[src/rtl/mux_nx1_rr_pkg.sv]
// Shared constants, types and index helper for the N:1 round-robin mux.
package mux_pkg;

  localparam logic        MODE_FIXED  = 1'b0;
  localparam logic        MODE_RR     = 1'b1;
  localparam int unsigned GRANT_CNT_W = 16;

  typedef enum logic {
    ST_EMPTY = 1'b0,
    ST_FULL  = 1'b1
  } out_state_e;

  // Explicit wrap so non-power-of-2 channel counts return to 0.
  function automatic int unsigned inc_mod(input int unsigned idx, input int unsigned n);
    return (idx + 1 >= n) ? 0 : idx + 1;
  endfunction

endpackage

[src/rtl/mux_nx1_rr_if.sv]
// Producer-side and consumer-side handshake bundle of the N:1 mux.
interface mux_nx1_rr_if #(
  parameter int unsigned N = 4,
  parameter int unsigned W = 8
);
  localparam int unsigned SELW = $clog2(N);

  logic [N*W-1:0]  in_data;
  logic [N-1:0]    in_valid;
  logic [N-1:0]    in_ready;
  logic [W-1:0]    out_data;
  logic            out_valid;
  logic            out_ready;
  logic [SELW-1:0] out_chan;

  modport master (
    output in_data, in_valid, out_ready,
    input  in_ready, out_data, out_valid, out_chan
  );

  modport slave (
    input  in_data, in_valid, out_ready,
    output in_ready, out_data, out_valid, out_chan
  );
endinterface

[src/rtl/mux_nx1_rr_rr_pick.sv]
// Rotating priority encoder: first asserted req at or after ptr, wrapping mod N.
module rr_pick
  import mux_pkg::*;
#(
  parameter  int unsigned N    = 4,
  localparam int unsigned SELW = $clog2(N)
) (
  input  logic [N-1:0]    req,
  input  logic [SELW-1:0] ptr,
  output logic [SELW-1:0] gnt_idx,
  output logic            gnt_any
);

  int unsigned cur;

  always_comb begin
    gnt_idx = '0;
    gnt_any = 1'b0;
    cur     = 32'(ptr);
    for (int unsigned k = 0; k < N; k++) begin
      if (!gnt_any && req[cur[SELW-1:0]]) begin
        gnt_any = 1'b1;
        gnt_idx = cur[SELW-1:0];
      end
      cur = inc_mod(cur, N);
    end
  end

endmodule

[src/rtl/mux_nx1_rr.sv]
// N-input registered mux with fixed-select or round-robin choice.
// Optional per-channel grant counters: define MUX_GRANT_CNT_EN.
module mux_nx1_rr
  import mux_pkg::*;
#(
  parameter  int unsigned N    = 4,
  parameter  int unsigned W    = 8,
  localparam int unsigned SELW = $clog2(N)
) (
  input  logic                     clk,
  input  logic                     rst,
  input  logic                     mode,
  input  logic [SELW-1:0]          sel,
`ifdef MUX_GRANT_CNT_EN
  output logic [N*GRANT_CNT_W-1:0] grant_cnt,
`endif
  mux_nx1_rr_if.slave              bus
);

  out_state_e      state, state_nxt;
  logic [SELW-1:0] ptr;
  logic [SELW-1:0] rr_idx;
  logic            rr_any;
  logic [SELW-1:0] chosen_idx;
  logic            chosen_any;
  logic            load_en;
  logic [N-1:0]    ready;
  logic            xfer;
  logic [W-1:0]    pick_data;
  logic [W-1:0]    data_q;
  logic [SELW-1:0] chan_q;

  rr_pick #(.N(N)) u_pick (
    .req     (bus.in_valid),
    .ptr     (ptr),
    .gnt_idx (rr_idx),
    .gnt_any (rr_any)
  );

  // Channel choice, per-channel ready and the accepted beat.
  always_comb begin
    chosen_idx = sel;
    chosen_any = 1'b0;
    if (mode == MODE_RR) begin
      chosen_idx = rr_idx;
      chosen_any = rr_any;
    end else begin
      for (int unsigned i = 0; i < N; i++)
        if (sel == SELW'(i)) chosen_any = 1'b1;
    end

    load_en   = (state == ST_EMPTY) || bus.out_ready;
    ready     = '0;
    pick_data = '0;
    for (int unsigned i = 0; i < N; i++) begin
      ready[i] = load_en && chosen_any && (chosen_idx == SELW'(i)) && !rst;
      if (chosen_idx == SELW'(i)) pick_data = bus.in_data[i*W +: W];
    end
    xfer = |(bus.in_valid & ready);
  end

  // State register
  always_ff @(posedge clk) begin
    if (rst) begin
      state  <= ST_EMPTY;
      data_q <= '0;
      chan_q <= '0;
      ptr    <= '0;
    end else begin
      state <= state_nxt;
      if (xfer) begin
        data_q <= pick_data;
        chan_q <= chosen_idx;
        if (mode == MODE_RR) ptr <= SELW'(inc_mod(32'(chosen_idx), N));
      end
    end
  end

  // Next-state logic
  always_comb begin
    state_nxt = state;
    if (load_en) state_nxt = xfer ? ST_FULL : ST_EMPTY;
  end

  // Outputs
  always_comb begin
    bus.out_valid = (state == ST_FULL);
    bus.out_data  = data_q;
    bus.out_chan  = chan_q;
    bus.in_ready  = ready;
  end

`ifdef MUX_GRANT_CNT_EN
  logic [GRANT_CNT_W-1:0] cnt_q [N];

  always_ff @(posedge clk) begin
    if (rst) begin
      for (int unsigned i = 0; i < N; i++) cnt_q[i] <= '0;
    end else if (xfer) begin
      for (int unsigned i = 0; i < N; i++)
        if (chosen_idx == SELW'(i) && cnt_q[i] != '1)
          cnt_q[i] <= cnt_q[i] + GRANT_CNT_W'(1);
    end
  end

  always_comb begin
    grant_cnt = '0;
    for (int unsigned i = 0; i < N; i++)
      grant_cnt[i*GRANT_CNT_W +: GRANT_CNT_W] = cnt_q[i];
  end
`endif

endmodule

[src/flat_wrapper.sv]
// flat-port wrapper written by rule: the top's interface ports become plain ports
module mux_nx1_rr_flat import mux_pkg::*;
#(
  parameter  int unsigned N    = 4,
  parameter  int unsigned W    = 8,
  localparam int unsigned SELW = $clog2(N)
)
  (clk, rst, mode, sel, bus_in_data, bus_in_valid, bus_out_ready, bus_in_ready, bus_out_data, bus_out_valid, bus_out_chan);
  mux_nx1_rr_if #(.N(N), .W(W)) bus_i ();
  input  logic clk;
  input  logic rst;
  input  logic mode;
  input  logic [SELW-1:0] sel;
  input wire logic [$bits(bus_i.in_data)-1:0] bus_in_data;
  input wire logic [$bits(bus_i.in_valid)-1:0] bus_in_valid;
  input wire logic [$bits(bus_i.out_ready)-1:0] bus_out_ready;
  output wire logic [$bits(bus_i.in_ready)-1:0] bus_in_ready;
  output wire logic [$bits(bus_i.out_data)-1:0] bus_out_data;
  output wire logic [$bits(bus_i.out_valid)-1:0] bus_out_valid;
  output wire logic [$bits(bus_i.out_chan)-1:0] bus_out_chan;
  assign bus_i.in_data = bus_in_data;
  assign bus_i.in_valid = bus_in_valid;
  assign bus_i.out_ready = bus_out_ready;
  assign bus_in_ready = bus_i.in_ready;
  assign bus_out_data = bus_i.out_data;
  assign bus_out_valid = bus_i.out_valid;
  assign bus_out_chan = bus_i.out_chan;
  mux_nx1_rr #(.N(N), .W(W)) u_core (.clk(clk), .rst(rst), .mode(mode), .sel(sel), .bus(bus_i));
endmodule
[config.mk]
export PLATFORM = sky130hd
export DESIGN_NAME = mux_nx1_rr_flat
export DESIGN_NICKNAME = d
export VERILOG_FILES = /design/src/rtl/mux_nx1_rr_pkg.sv /design/src/rtl/mux_nx1_rr_if.sv /design/src/rtl/mux_nx1_rr_rr_pick.sv /design/src/rtl/mux_nx1_rr.sv /design/src/flat_wrapper.sv
export SDC_FILE = /design/constraint.sdc
export NUM_CORES = 1
export LEC_CHECK = 0
export BUFFER_PORTS_ARGS = -buffer_cell sky130_fd_sc_hd__buf_2
export CAP_MARGIN = 0
export CORE_UTILIZATION = 43
export CTS_CLUSTER_DIAMETER = 40
export DETAILED_ROUTE_END_ITERATION = 8
export GPL_ROUTABILITY_DRIVEN = 0
export PLACE_DENSITY = 0.77
export SETUP_SLACK_MARGIN = 0.1
export SYNTH_ARGS = -nofsm -noshare
export SYNTH_HDL_FRONTEND = slang
export SYNTH_SLANG_ARGS = --single-unit
[constraint.sdc]
create_clock -name clk -period 3.9 [get_ports clk]
set_input_delay 0.585 -clock clk [delete_from_list [all_inputs] [get_ports clk]]
set_output_delay 0.585 -clock clk [all_outputs]
set_load 0.03 [all_outputs]
# Yosys cells after proc, flatten, opt, wreduce, memory -nomap -nowiden
# Cells that the tools add are included.
# totals
ff_bits	13
output_inout_bits	15
wordCells	76
# classes
n_addsub	4
order_cmp	8
n_eq_ne	6
muxes	31
bitwise	2
n_reduce_logical	21
# op_table
operator	n
$ge A32 B3 Y1 const B	2
$mux W8	4
$mux W1	14
$mux W2	7
$logic_and A1 B1 Y1	12
$lt A2 B3 Y1 const B	4
$bmux W1 S2	4
$eq A2 B2 Y1 const B	4
$add A2 B1 Y3 const B	2
$add A4 B1 Y5 const B	1
$ge A5 B3 Y1 const B	1
$add A3 B1 Y4 const B	1
$and A4 B4 Y4	1
$eq A2 B1 Y1 const B	2
$logic_not A1 Y1	4
$logic_not A2 Y1	2
$mux W4	1
$reduce_or A4 Y1	1
$ge A3 B3 Y1 const B	1
$mux W3	1
$reduce_and A2 Y1	1
$logic_or A1 B1 Y1	1
$not A1 Y1	1

# Logic depth before layout (Yosys ltp)
# Gate-level depths: netlist of the first run.
# depth
word_depth	20
ltp_mapped	18

# Cells and area by module
# A second synthesis of the first run with hierarchy kept.
# hier_totals
hier_cells	164
area_unflattened_um2	1169.9
# modules_own_cells
module	n_inst	cells_each	area_each_um2	seq_area_each_um2
mux_nx1_rr	1	120	872.1	260.2
rr_pick	1	44	297.8	0.0

# Worst setup path before layout of the first run
# OpenSTA, ideal clock, no wires.
# synth_timing
kind	register -> output
from	reg u_core.ptr[0]
to	out bus_in_ready[2]
arrival_ns	3.394
required_ns	3.315
slack_ns	-0.079
stages_incl_launch_ff	15
path_buffers	4
cell_sequence	dfxtp_1 > buf_6 > inv_1 > ha_1 > buf_6 > mux4_2 > o31a_1 > nor3_1 > o221ai_1 > inv_1 > ha_1 > clkbuf_1 > clkbuf_1 > inv_1 > nor2_1
# synth_between
elab_chain_len	17
# synth_rtl
element	line	source
start: declaration	mux_nx1_rr.sv:21	logic [SELW-1:0] ptr;
start signal: assignment	mux_nx1_rr.sv:74	if (mode == MODE_RR) ptr <= SELW'(inc_mod(32'(chosen_idx), N));
$add A2 B1 Y3	mux_nx1_rr_pkg.sv:15	return (idx + 1 >= n) ? 0 : idx + 1;
$ge A32 B3 Y1	mux_nx1_rr_pkg.sv:15	
$mux W3	mux_nx1_rr_pkg.sv:15	
$add A3 B1 Y4 or $bmux W1 S2 (tied branches)	mux_nx1_rr_pkg.sv:15, mux_nx1_rr_rr_pick.sv:21	
$ge A32 B3 Y1 or $mux W1 (tied branches)	mux_nx1_rr_pkg.sv:15, mux_nx1_rr_rr_pick.sv:21	
$mux W4 or $logic_and A1 B1 Y1 (tied branches)	mux_nx1_rr_pkg.sv:15, mux_nx1_rr_rr_pick.sv:21	
$add A4 B1 Y5 (tied with other cells)	mux_nx1_rr_pkg.sv:15	
$ge A5 B3 Y1 (tied with other cells)	mux_nx1_rr_pkg.sv:15	
$mux W2 or $logic_and A1 B1 Y1 (tied branches)	mux_nx1_rr_pkg.sv:15, mux_nx1_rr_rr_pick.sv:21	
$bmux W1 S2 or $mux W1 (tied branches)	mux_nx1_rr_rr_pick.sv:21	if (!gnt_any && req[cur[SELW-1:0]]) begin
$mux W1 (implied by the code) or $logic_not A1 Y1 (tied branches)	mux_nx1_rr_rr_pick.sv:21	
$logic_and A1 B1 Y1	mux_nx1_rr_rr_pick.sv:21	
$mux W2 *	mux_nx1_rr_rr_pick.sv:21	
$mux W2 *	mux_nx1_rr.sv:44	if (mode == MODE_RR) begin
named net u_core.chosen_idx[1]	mux_nx1_rr.sv:24	logic [SELW-1:0] chosen_idx;
$eq A2 B2 Y1 *	mux_nx1_rr.sv:56	ready[i] = load_en && chosen_any && (chosen_idx == SELW'(i)) && !rst;
$logic_and A1 B1 Y1 * (2 in a row)	mux_nx1_rr.sv:56	
end: declaration	flat_wrapper.sv:17	output wire logic [$bits(bus_i.in_ready)-1:0] bus_in_ready;
# Mark *: on every way through the listed nets, which the timed path passes. The rest lies on a longest branch. The select of a mux whose other input is x is not followed.

# Worst setup path in the final report of the first run
# layout_timing
from	reg u_core.ptr[0]
to	out bus_in_ready[1]
# layout_between
elab_chain_len	17
# layout_rtl
element	line
$add A2 B1 Y3	mux_nx1_rr_pkg.sv:15
$ge A32 B3 Y1	mux_nx1_rr_pkg.sv:15
$mux W3	mux_nx1_rr_pkg.sv:15
$add A3 B1 Y4 or $bmux W1 S2 (tied branches)	mux_nx1_rr_pkg.sv:15, mux_nx1_rr_rr_pick.sv:21
$ge A32 B3 Y1 or $mux W1 (tied branches)	mux_nx1_rr_pkg.sv:15, mux_nx1_rr_rr_pick.sv:21
$mux W4 or $logic_and A1 B1 Y1 (tied branches)	mux_nx1_rr_pkg.sv:15, mux_nx1_rr_rr_pick.sv:21
$add A4 B1 Y5 (tied with other cells)	mux_nx1_rr_pkg.sv:15
$ge A5 B3 Y1 (tied with other cells)	mux_nx1_rr_pkg.sv:15
$mux W2 or $logic_and A1 B1 Y1 (tied branches)	mux_nx1_rr_pkg.sv:15, mux_nx1_rr_rr_pick.sv:21
$bmux W1 S2 or $mux W1 (tied branches)	mux_nx1_rr_rr_pick.sv:21
$mux W1 (implied by the code) or $logic_not A1 Y1 (tied branches)	mux_nx1_rr_rr_pick.sv:21
$logic_and A1 B1 Y1	mux_nx1_rr_rr_pick.sv:21
$mux W2 *	mux_nx1_rr_rr_pick.sv:21
$mux W2 *	mux_nx1_rr.sv:44
named net u_core.chosen_idx[0]	mux_nx1_rr.sv:24
$eq A2 B1 Y1 *	mux_nx1_rr.sv:56
$logic_and A1 B1 Y1 * (2 in a row)	mux_nx1_rr.sv:56
# Marks and branches as above.

==> results of run 1 <==
## placed cells by master (no fill, tap or decap), drive strengths merged, types with 2 or more instances in the layout
cell type and instances:
buf 65, mux2i 8, inv 9, ha 6
o21ai 2, nor2 28, dfxtp 13, nand3 2
a211oi 10, nand3b 8, nand2b 3, a21oi 30
mux2 2, clkbuf 6, o31ai 3, nand2 9
mux4 2, nor3 2, a22oi 2
## layer usage
metal	up-vias	track usage, %	wire length [um]
met5	-	0	0
met4	0	5.57	8
met3	2	3.40	323
met2	64	32.3	1490
met1	634	29.6	1570
li1	717	-	-
## final cells by class
class | count | area (sq um)
clock buffers | 4 | 26.3
fillers | 252 | 1100
inverters | 9 | 33.8
multi-input cells | 132 | 972
flip-flops and latches | 13 | 262
well taps | 31 | 38.8
repair buffers | 67 | 375
## cells by family after synthesis
kind of cell	after synthesis	share of synthesized area, %
AO/OA/AOI/OAI	57	33.4
buffers and inverters	24	8.56
AND/OR/NAND/NOR	57	21.0
adder cells (fa/ha/maj)	6	5.77
multiplexers	12	11.3
flip-flops	13	20.0
## what timing repair did
action                                  CTS  global route
resized for setup                         3            10
endpoints found under the setup margin    4             4
buffers inserted                          1             2
endpoints found under the hold margin     0             0
hold buffers                              0             0
pin swaps                                 1             1
## worst register-to-register path, stage by stage, from the launching register on
cell and delay, ns:
dfxtp_2 0.39, inv_1 0.07, ha_1 0.32, mux4_2 0.55, o31a_1 0.32, nor3_2 0.20, o221ai_2 0.16, inv_2 0.09
ha_1 0.17, a22oi_1 0.10, a211o_1 0.29, a211oi_1 0.39, mux2i_1 0.23, nor2_1 0.05
## report_power, final
group	switching [uW]	internal (uW)
sequential	13.2	154
clock	42.9	39.5
combinational	240	166
total	296	360
## stage by stage
step | hold WS [ns] | total power [uW] | cell area [sq um]
after floorplan | 0.572 | 459 | 1320
after global placement | 0.489 | 547 | 1620
after detailed placement | 0.470 | 551 | 1620
after CTS | 0.489 | 638 | 1670
after global routing | 0.507 | 704 | 1710
final | 0.490 | 656 | 1710
## worst min path at each step
stage | start | end | slack, ns | cells after the start
final | u_core.bus.out_chan[1]$_SDFFE_PP0P_ | u_core.bus.out_chan[1]$_SDFFE_PP0P_ | 0.49 | 2
after global placement | u_core.bus.out_chan[1]$_SDFFE_PP0P_ | u_core.bus.out_chan[1]$_SDFFE_PP0P_ | 0.49 | 2
after global routing | u_core.bus.out_chan[1]$_SDFFE_PP0P_ | u_core.bus.out_chan[1]$_SDFFE_PP0P_ | 0.51 | 2
after floorplan | u_core.ptr[1]$_SDFFE_PP0P_ | u_core.ptr[1]$_SDFFE_PP0P_ | 0.57 | 2
after CTS | u_core.bus.out_chan[1]$_SDFFE_PP0P_ | u_core.bus.out_chan[1]$_SDFFE_PP0P_ | 0.49 | 2
after detailed placement | u_core.bus.out_chan[1]$_SDFFE_PP0P_ | u_core.bus.out_chan[1]$_SDFFE_PP0P_ | 0.47 | 2
## flip-flops by register name, indices dropped and copies added (netlist names)
signal and flops:
u_core.bus.out_chan 2, u_core.bus.out_data 8, u_core.bus.out_valid 1, u_core.ptr 2
==> run summary, run 1 <==
Max Cap Violations = 0
Worst EP required = 3.31 ns
Slowest stage delay, CP = 0.55 ns
CTS max path bufs = 2
Most used flip-flop cell after synthesis = dfxtp_1
Total Neg Setup Slack = 0 ns
Period utilization = 92.9%
Worst Setup Slack, final = 0.277 ns
CP max FO = 17
IO buf count = 56
# DRC = 16
Die Area = 3250 sq um
CP top delay family = compound AO/OA/AOI/OAI gates
Failing checks = DRC
Vias per inst = 5.54
GRT Total Usage = 20.7%
CP Launch Type = register
Clk_skew = 0.00900 ns
Cell Area, Synth = 1300 sq um
Num CTS Buffers = 3
Final net count = 274
Final Instance Count excl. Fillers = 256
Vias in the first global route = 1211
Count leader, synth = a21oi_1
Reg-to-reg slack, setup = 0.46 ns
Top post-synthesis cells by area = dfxtp_1 (20%), a21oi_1 (11%), a211oi_2 (8.7%)
Slew headroom = 72.8%
Dpl ws = 0.238 ns
Starting density of the core = 46.4%
Yosys top cell area share = 20.0%
Syn Nets = 217
Core Box Area = 2810 sq um
Crit path buffers/inverters = 4
Critical path destination = bus_in_ready[1]
Worst r2r dst = u_core.ptr[1]$_SDFFE_PP0P_
Final Critical Period = 3.62 ns
DP Wirelength = 2530 um
Die Y = 57.0 um
Routed len/inst = 13.3 um
Initial antenna violation count = 0
EDFF count, synth = 0
Dpl cells = 249
Mean area per synthesized cell = 7.70 sq um
Antenna Diode Count = 0
Critical path type = register to primary output
Post-synth top cells = a21oi_1 (29), nor2_1 (28), dfxtp_1 (13), a211oi_2 (9), nand2_1 (9)
Worst r2r src = u_core.ptr[0]$_SDFFE_PP0P_
Distinct cells, synth = 40
HP Class = register to register
Worst VDD drop = 0.216 mV
Synth async-reset ratio = 0%
Slew Viols, Final = 0
Area delta synth->final = 31.3%
# rows = 19
CP endpoint kind = primary output
Setup repair after global routing missed its margin = no
First-pass GRT wire length = 5420 um
Final core occ = 60.9%
Register bit count reported by yosys = 13
Root Driver = clkbuf_4
Boundary pin count = 57
Worst Path Arrival = 3.04 ns
Global route overflow = 0
Number of cells on the critical path = 11
Yosys Warn Count = 0
Cells along the critical path = inv_1, ha_1, mux4_2, o31ai_4, a41oi_2, a21oi_2, ha_1, buf_4, inv_1, nor2_1, buf_2
Slowest cell on the critical path = mux4_2
Post-synthesis sequential area ratio = 20.0%
First drt pass iteration count = 6
Slew @ Worst Pin = 0.406 ns
Post-Route WL = 3390 um
# H-tree levels = 1
Biggest area consumer among synthesized cells = dfxtp_1
Pwr dens = 384 nW/um^2
Clk_lat worst skew = 0.27 ns
Final setup fails = 0
Worst r2r path cells = 13
# clock sinks = 13
Clock-pin slew on the worst setup and hold paths = 0.08 ns
CTS tree = done
Routed Antenna Nets = 0
Leakage = 0.000754 uW
Largest net degree at the start of global routing = 18
Outcome = complete, but fails checks
Cells after Synth = 169
Die W = 57.0 um
Peak Freq = 276 MHz
CP startpoint = u_core.ptr[0]$_SDFFE_PP0P_
DRT iter0 DRCs = 98
Endpoints failing hold = 0
Fraction of layout cells with a size suffix above 1 = 44.4%
Vias post-DR = 1417
Power figures use the tool's default switching activity.
==> inputs of run 2 (changes only) <==
--- a/config.mk
+++ b/config.mk
@@ -7,6 +7,7 @@
 export LEC_CHECK = 0
 export BUFFER_PORTS_ARGS = -buffer_cell sky130_fd_sc_hd__buf_2
 export CAP_MARGIN = 0
+export CORE_ASPECT_RATIO = 1.75
 export CORE_UTILIZATION = 43
 export CTS_CLUSTER_DIAMETER = 40
 export DETAILED_ROUTE_END_ITERATION = 8
==> constraint.sdc (replaced) <==
create_clock -name clk -period 3.9 [get_ports clk]
set_input_delay 0.78 -clock clk [delete_from_list [all_inputs] [get_ports clk]]
set_output_delay 0.78 -clock clk [all_outputs]
set_load 0.03 [all_outputs]
==> run 2 against run 1 <==
Against the previous run: the run still ends with DRC left; routed wire length up 7.4%; clock skew down 0.0051 ns; non-clock buffer count up 3; register-to-register slack worse by 0.02 ns; count of clock-buffer cells in the layout down 1; clock power up 39%; sequential share of layout area down 0.74 points; die area up 0.27%; first-iteration DRC count down 61%; fmax down 1.2%; cell count unchanged; via count up 1.2%; critical path type is now input port to primary output.
==> run summary, run 2 (synthesis results as in run 1) <==
IO buf count = 56
Num CTS Buffers = 3
Routed Antenna Nets = 0
# clock sinks = 13
Vias per inst = 5.60
Worst VDD drop = 0.184 mV
Worst Path Arrival = 2.89 ns
Die W = 43.6 um
Peak Freq = 273 MHz
Commonest non-fill, non-tap cell in the layout = buf_2
Final Critical Period = 3.67 ns
CP endpoint kind = primary output
Hold_ws = 0.528 ns
Reg-to-reg slack, setup = 0.44 ns
Core Box Area = 2900 sq um
DRT iter0 DRCs = 38
Critical path type = input port to primary output
Outcome = complete, but fails checks
Pwr dens = 398 nW/um^2
FILL cells = 283
Total Neg Setup Slack = 0 ns
CTS max path bufs = 2
Global route overflow = 0
HP Class = register to register
Vias in the first global route = 1317
CTS tree = done
Clock-pin slew on the worst setup and hold paths = 0.05 ns
Failing checks = DRC
Die Area = 3260 sq um
Hold_buf cts = 0
Largest net degree at the start of global routing = 19
Slew headroom = 72.7%
First drt pass iteration count = 6
# H-tree levels = 1
# rows = 26
Routed len/inst = 14.2 um
Fraction of layout cells with a size suffix above 1 = 47.4%
GRT Total Usage = 21.8%
Max reg flops = 8
Final net count = 277
Setup repair after global routing missed its margin = yes
Most frequent cells in the layout = buf_2 (54), a21oi_1 (28), nor2_1 (23), buf_4 (13), dfxtp_1 (12)
# DRC = 7
CP Launch Type = input port
Leakage = 0.000786 uW
Area delta synth->final = 37.9%
Initial antenna violation count = 0
Dpl cells = 250
Slew @ Worst Pin = 0.405 ns
Antenna Diode Count = 0
Vias post-DR = 1434
DP Area = 1670 sq um
Die Y = 74.8 um
Max Cap Violations = 0
Post-Route WL = 3650 um
Worst EP required = 3.12 ns
Root Driver = clkbuf_8
Endpoints failing hold = 0
Period utilization = 94.0%
Final setup fails = 0
Final core occ = 62.0%
Clk_lat worst skew = 0.24 ns
Boundary pin count = 57
Slew Viols, Final = 0
DP Wirelength = 2850 um
Clk_skew = 0.00392 ns
Final Instance Count excl. Fillers = 256
Post-route cell area = 1790 sq um
First-pass GRT wire length = 5580 um
Starting density of the core = 44.9%
CP max FO = 10
==> run 2: changes by cell type in the layout (fill, tap and decap cells not counted), moves of 2 or more <==
cell / change
nor2_1: -2
buf_4: +4
clkbuf_4: -3
ha_1: -2
buf_6: -2
clkbuf_8: +3
==> run 2: critical path: stages <==
cell       delay [ns]
buf_2            0.18
or3b_1           0.45
a2111oi_4        0.36
o41ai_1          0.11
a41oi_2          0.21
a21oi_2          0.11
inv_2            0.10
ha_1             0.21
inv_1            0.08
nor2_4           0.09
clkbuf_4         0.19
==> run 2: through the flow <==
stage / setup WS [ns] / power, uW
6_report: 0.235 / 714
5_1_grt: 0.0795 / 764
4_1_cts: 0.0961 / 694
3_5_place_dp: 0.0787 / 574
3_3_place_gp: 0.197 / 569
2_1_floorplan: 0.0924 / 462
==> run 2: per-layer routing <==
metal  up-vias  GRT usage (%)  share of wire, %
met5         -              0                 0
met4         0           3.13               1.0
met3         6           2.16               5.0
met2        57           45.8                57
met1       642           22.6                37
li1        729              -                 -
==> run 2: layout make-up <==
type | instances | area, sq um | area share [%]
inverters | 9 | 33.8 | 1.88
repair buffers | 70 | 403 | 22.5
clock inverters | 1 | 5.00 | 0.279
multi-input cells | 132 | 1010 | 56.6
well taps | 28 | 35.0 | 1.95
clock buffers | 3 | 41.3 | 2.30
flip-flops and latches | 13 | 262 | 14.6
==> run 2: worst paths after layout <==
path                                  startpoint                                  end  cells past startpoint
max reg2reg           u_core.ptr[1]$_SDFFE_PP0P_  u_core.bus.out_data[0]$_SDFFE_PP0P_                     14
max                              bus_in_valid[0]                      bus_in_ready[2]                     11
min          u_core.bus.out_data[5]$_SDFFE_PP0P_  u_core.bus.out_data[5]$_SDFFE_PP0P_                      2
min reg2reg  u_core.bus.out_data[5]$_SDFFE_PP0P_  u_core.bus.out_data[5]$_SDFFE_PP0P_                      2
==> run 2: power by group <==
part | switching [uW] | internal, uW | total (uW)
Sequential | 11.6 | 154 | 166
Clock | 45.0 | 70.3 | 115
Combinational | 253 | 180 | 433
Total | 310 | 404 | 714
==> run 2: repair_timing <==
| action | in CTS | in global routing |
|---|---|---|
| endpoints found under the setup margin | 4 | 16 |
| setup buffers | 0 | 2 |
| resized for setup | 2 | 11 |
| pin swaps | 0 | 4 |
==> inputs of run 3 (changes only) <==
--- a/config.mk
+++ b/config.mk
@@ -8,10 +8,12 @@
 export BUFFER_PORTS_ARGS = -buffer_cell sky130_fd_sc_hd__buf_2
 export CAP_MARGIN = 0
 export CORE_ASPECT_RATIO = 1.75
+export CORE_MARGIN = 3
 export CORE_UTILIZATION = 43
 export CTS_CLUSTER_DIAMETER = 40
 export DETAILED_ROUTE_END_ITERATION = 8
 export GPL_ROUTABILITY_DRIVEN = 0
+export MAX_ROUTING_LAYER = met4
 export PLACE_DENSITY = 0.77
 export SETUP_SLACK_MARGIN = 0.1
 export SYNTH_ARGS = -nofsm -noshare
==> run 3 against run 2 <==
Against the previous run: the flow now finishes without violations; sequential cell count is the same; via count is 0.21% higher; fmax down 3.3%; final area is 2.4% lower; count of clock-buffer cells in the layout did not move; hold slack got worse by 0.045 ns; critical endpoint unchanged.
==> run summary, run 3 (synthesis results as in run 1) <==
First-pass GRT wire length = 5480 um
Starting density of the core = 46.7%
GRT Total Usage = 19.5%
Pwr dens = 403 nW/um^2
Period utilization = 97.2%
Final core occ = 62.9%
Outcome = finished, final reports clean
Max reg flops = 8
Root Driver = clkbuf_8
Met2 GRT Util = 37.0%
Number of cells on the critical path = 11
Most frequent cells in the layout = buf_2 (56), a21oi_1 (29), nor2_1 (23), buf_4 (12), dfxtp_1 (12)
HP Class = register to register
Clock-pin slew on the worst setup and hold paths = 0.06 ns
Num CTS Buffers = 3
CP Launch Type = input port
Slew Viols, Final = 0
Antenna Diode Count = 0
# rows = 25
First drt pass iteration count = 4
Busiest grt layer = met2
Dpl ws = 0.156 ns
Critical path type = input port to primary output
DRT iter0 DRCs = 35
IO buf count = 56
Clk_lat worst skew = 0.24 ns
# clock sinks = 13
Endpoints failing hold = 0
Leakage = 0.000777 uW
Final setup fails = 0
Vias per inst = 5.66
CP max FO = 10
Final net count = 276
CP top delay family = compound AO/OA/AOI/OAI gates
Initial antenna violation count = 0
Clk_skew = 0.00554 ns
Cells along the critical path = buf_2, or3b_1, a2111oi_1, o41ai_1, a41oi_2, a21oi_2, inv_2, ha_1, inv_1, nor2_4, buf_2
Post-Route WL = 3630 um
# H-tree levels = 1
Largest net degree at the start of global routing = 21
DP Area = 1660 sq um
Max Cap Violations = 0
Routed Antenna Nets = 0
FILL cells = 264
Fraction of layout cells with a size suffix above 1 = 45.4%
Worst EP required = 3.12 ns
Hold_buf cts = 0
Slowest cell on the critical path = a2111oi_1
CTS tree = done
Worst Setup Slack, final = 0.111 ns
Post-route cell area = 1750 sq um
Commonest non-fill, non-tap cell in the layout = buf_2
Slew headroom = 70.7%
Routed len/inst = 14.3 um
Met1 Use GR = 20.1%
Setup repair after global routing missed its margin = no
Total Neg Setup Slack = 0 ns
Core Box Area = 2780 sq um
CTS max path bufs = 2
Die Area = 3750 sq um
Worst Path Arrival = 3.01 ns
Vias post-DR = 1437
Area delta synth->final = 34.5%
Final Critical Period = 3.79 ns
Vias in the first global route = 1322
CP dominant cell by count = buf_2
# DRC = 0
CP endpoint kind = primary output
Peak Freq = 264 MHz
DP Wirelength = 2820 um
Die Y = 78.8 um
Slowest stage delay, CP = 0.49 ns
Worst Hold Path Cells = 2
Crit path buffers/inverters = 4
Slew @ Worst Pin = 0.434 ns
Global route overflow = 0
Worst VDD drop = 0.282 mV
Worst r2r path cells = 14
Met3 GRT Util = 1.59%
Die W = 47.6 um
Boundary pin count = 57
run 3: metal layers:
metal  share of wire (%)  wire length [um]  up-vias
li1                    -                 -      723
met1                  38              1380      633
met2                  53              1920       71
met3                 6.7               244       10
met4                 2.5                90        0
met5                   0                 0        -
run 3: through the flow:
step	hold slack, ns	instances	total power (uW)
2_1_floorplan	0.572	169	462
3_3_place_gp	0.468	248	569
3_5_place_dp	0.474	248	575
4_1_cts	0.483	252	695
5_1_grt	0.521	254	756
6_report	0.482	254	706
run 3: path summary, 6_finish.rpt:
check	end	slack (ns)	start
max reg2reg	u_core.bus.out_data[6]$_SDFFE_PP0P_	0.42	u_core.ptr[1]$_SDFFE_PP0P_
min	u_core.bus.out_chan[1]$_SDFFE_PP0P_	0.48	u_core.bus.out_chan[1]$_SDFFE_PP0P_
min reg2reg	u_core.bus.out_chan[1]$_SDFFE_PP0P_	0.48	u_core.bus.out_chan[1]$_SDFFE_PP0P_
max	bus_in_ready[2]	0.11	bus_in_valid[0]
run 3: repair_timing:
| item | CTS | global route |
|---|---|---|
| gates cloned | 0 | 0 |
| setup buffers | 0 | 2 |
| endpoints found under the setup margin | 1 | 4 |
| resized for setup | 0 | 6 |
| pin swaps | 1 | 4 |
run 3: final cells by class:
type	instances	area, sq um	area share [%]
well taps	27	33.8	1.93
flip-flops and latches	13	262	14.9
clock inverters	1	5.00	0.286
multi-input cells	132	985	56.3
inverters	9	33.8	1.93
clock buffers	3	41.3	2.36
repair buffers	69	390	22.3
run 3: worst register-to-register path: stages, from the launching register on:
cell and delay, ns:
dfxtp_1 0.40, ha_2 0.27, or3b_1 0.41, a2111oi_1 0.49
o41ai_1 0.15, a41oi_2 0.23, a21oi_2 0.11, inv_2 0.09
ha_1 0.18, a22oi_1 0.07, a211o_1 0.33, a31oi_2 0.20
buf_12 0.19, nor2_1 0.08, a211oi_2 0.19
run 3: report_power, final:
| group | total, uW | switching [uW] | internal, uW |
|---|---|---|---|
| Clock | 117 | 46.6 | 70.4 |
| Sequential | 167 | 12.9 | 154 |
| Combinational | 421 | 246 | 176 |
| Total | 706 | 305 | 400 |
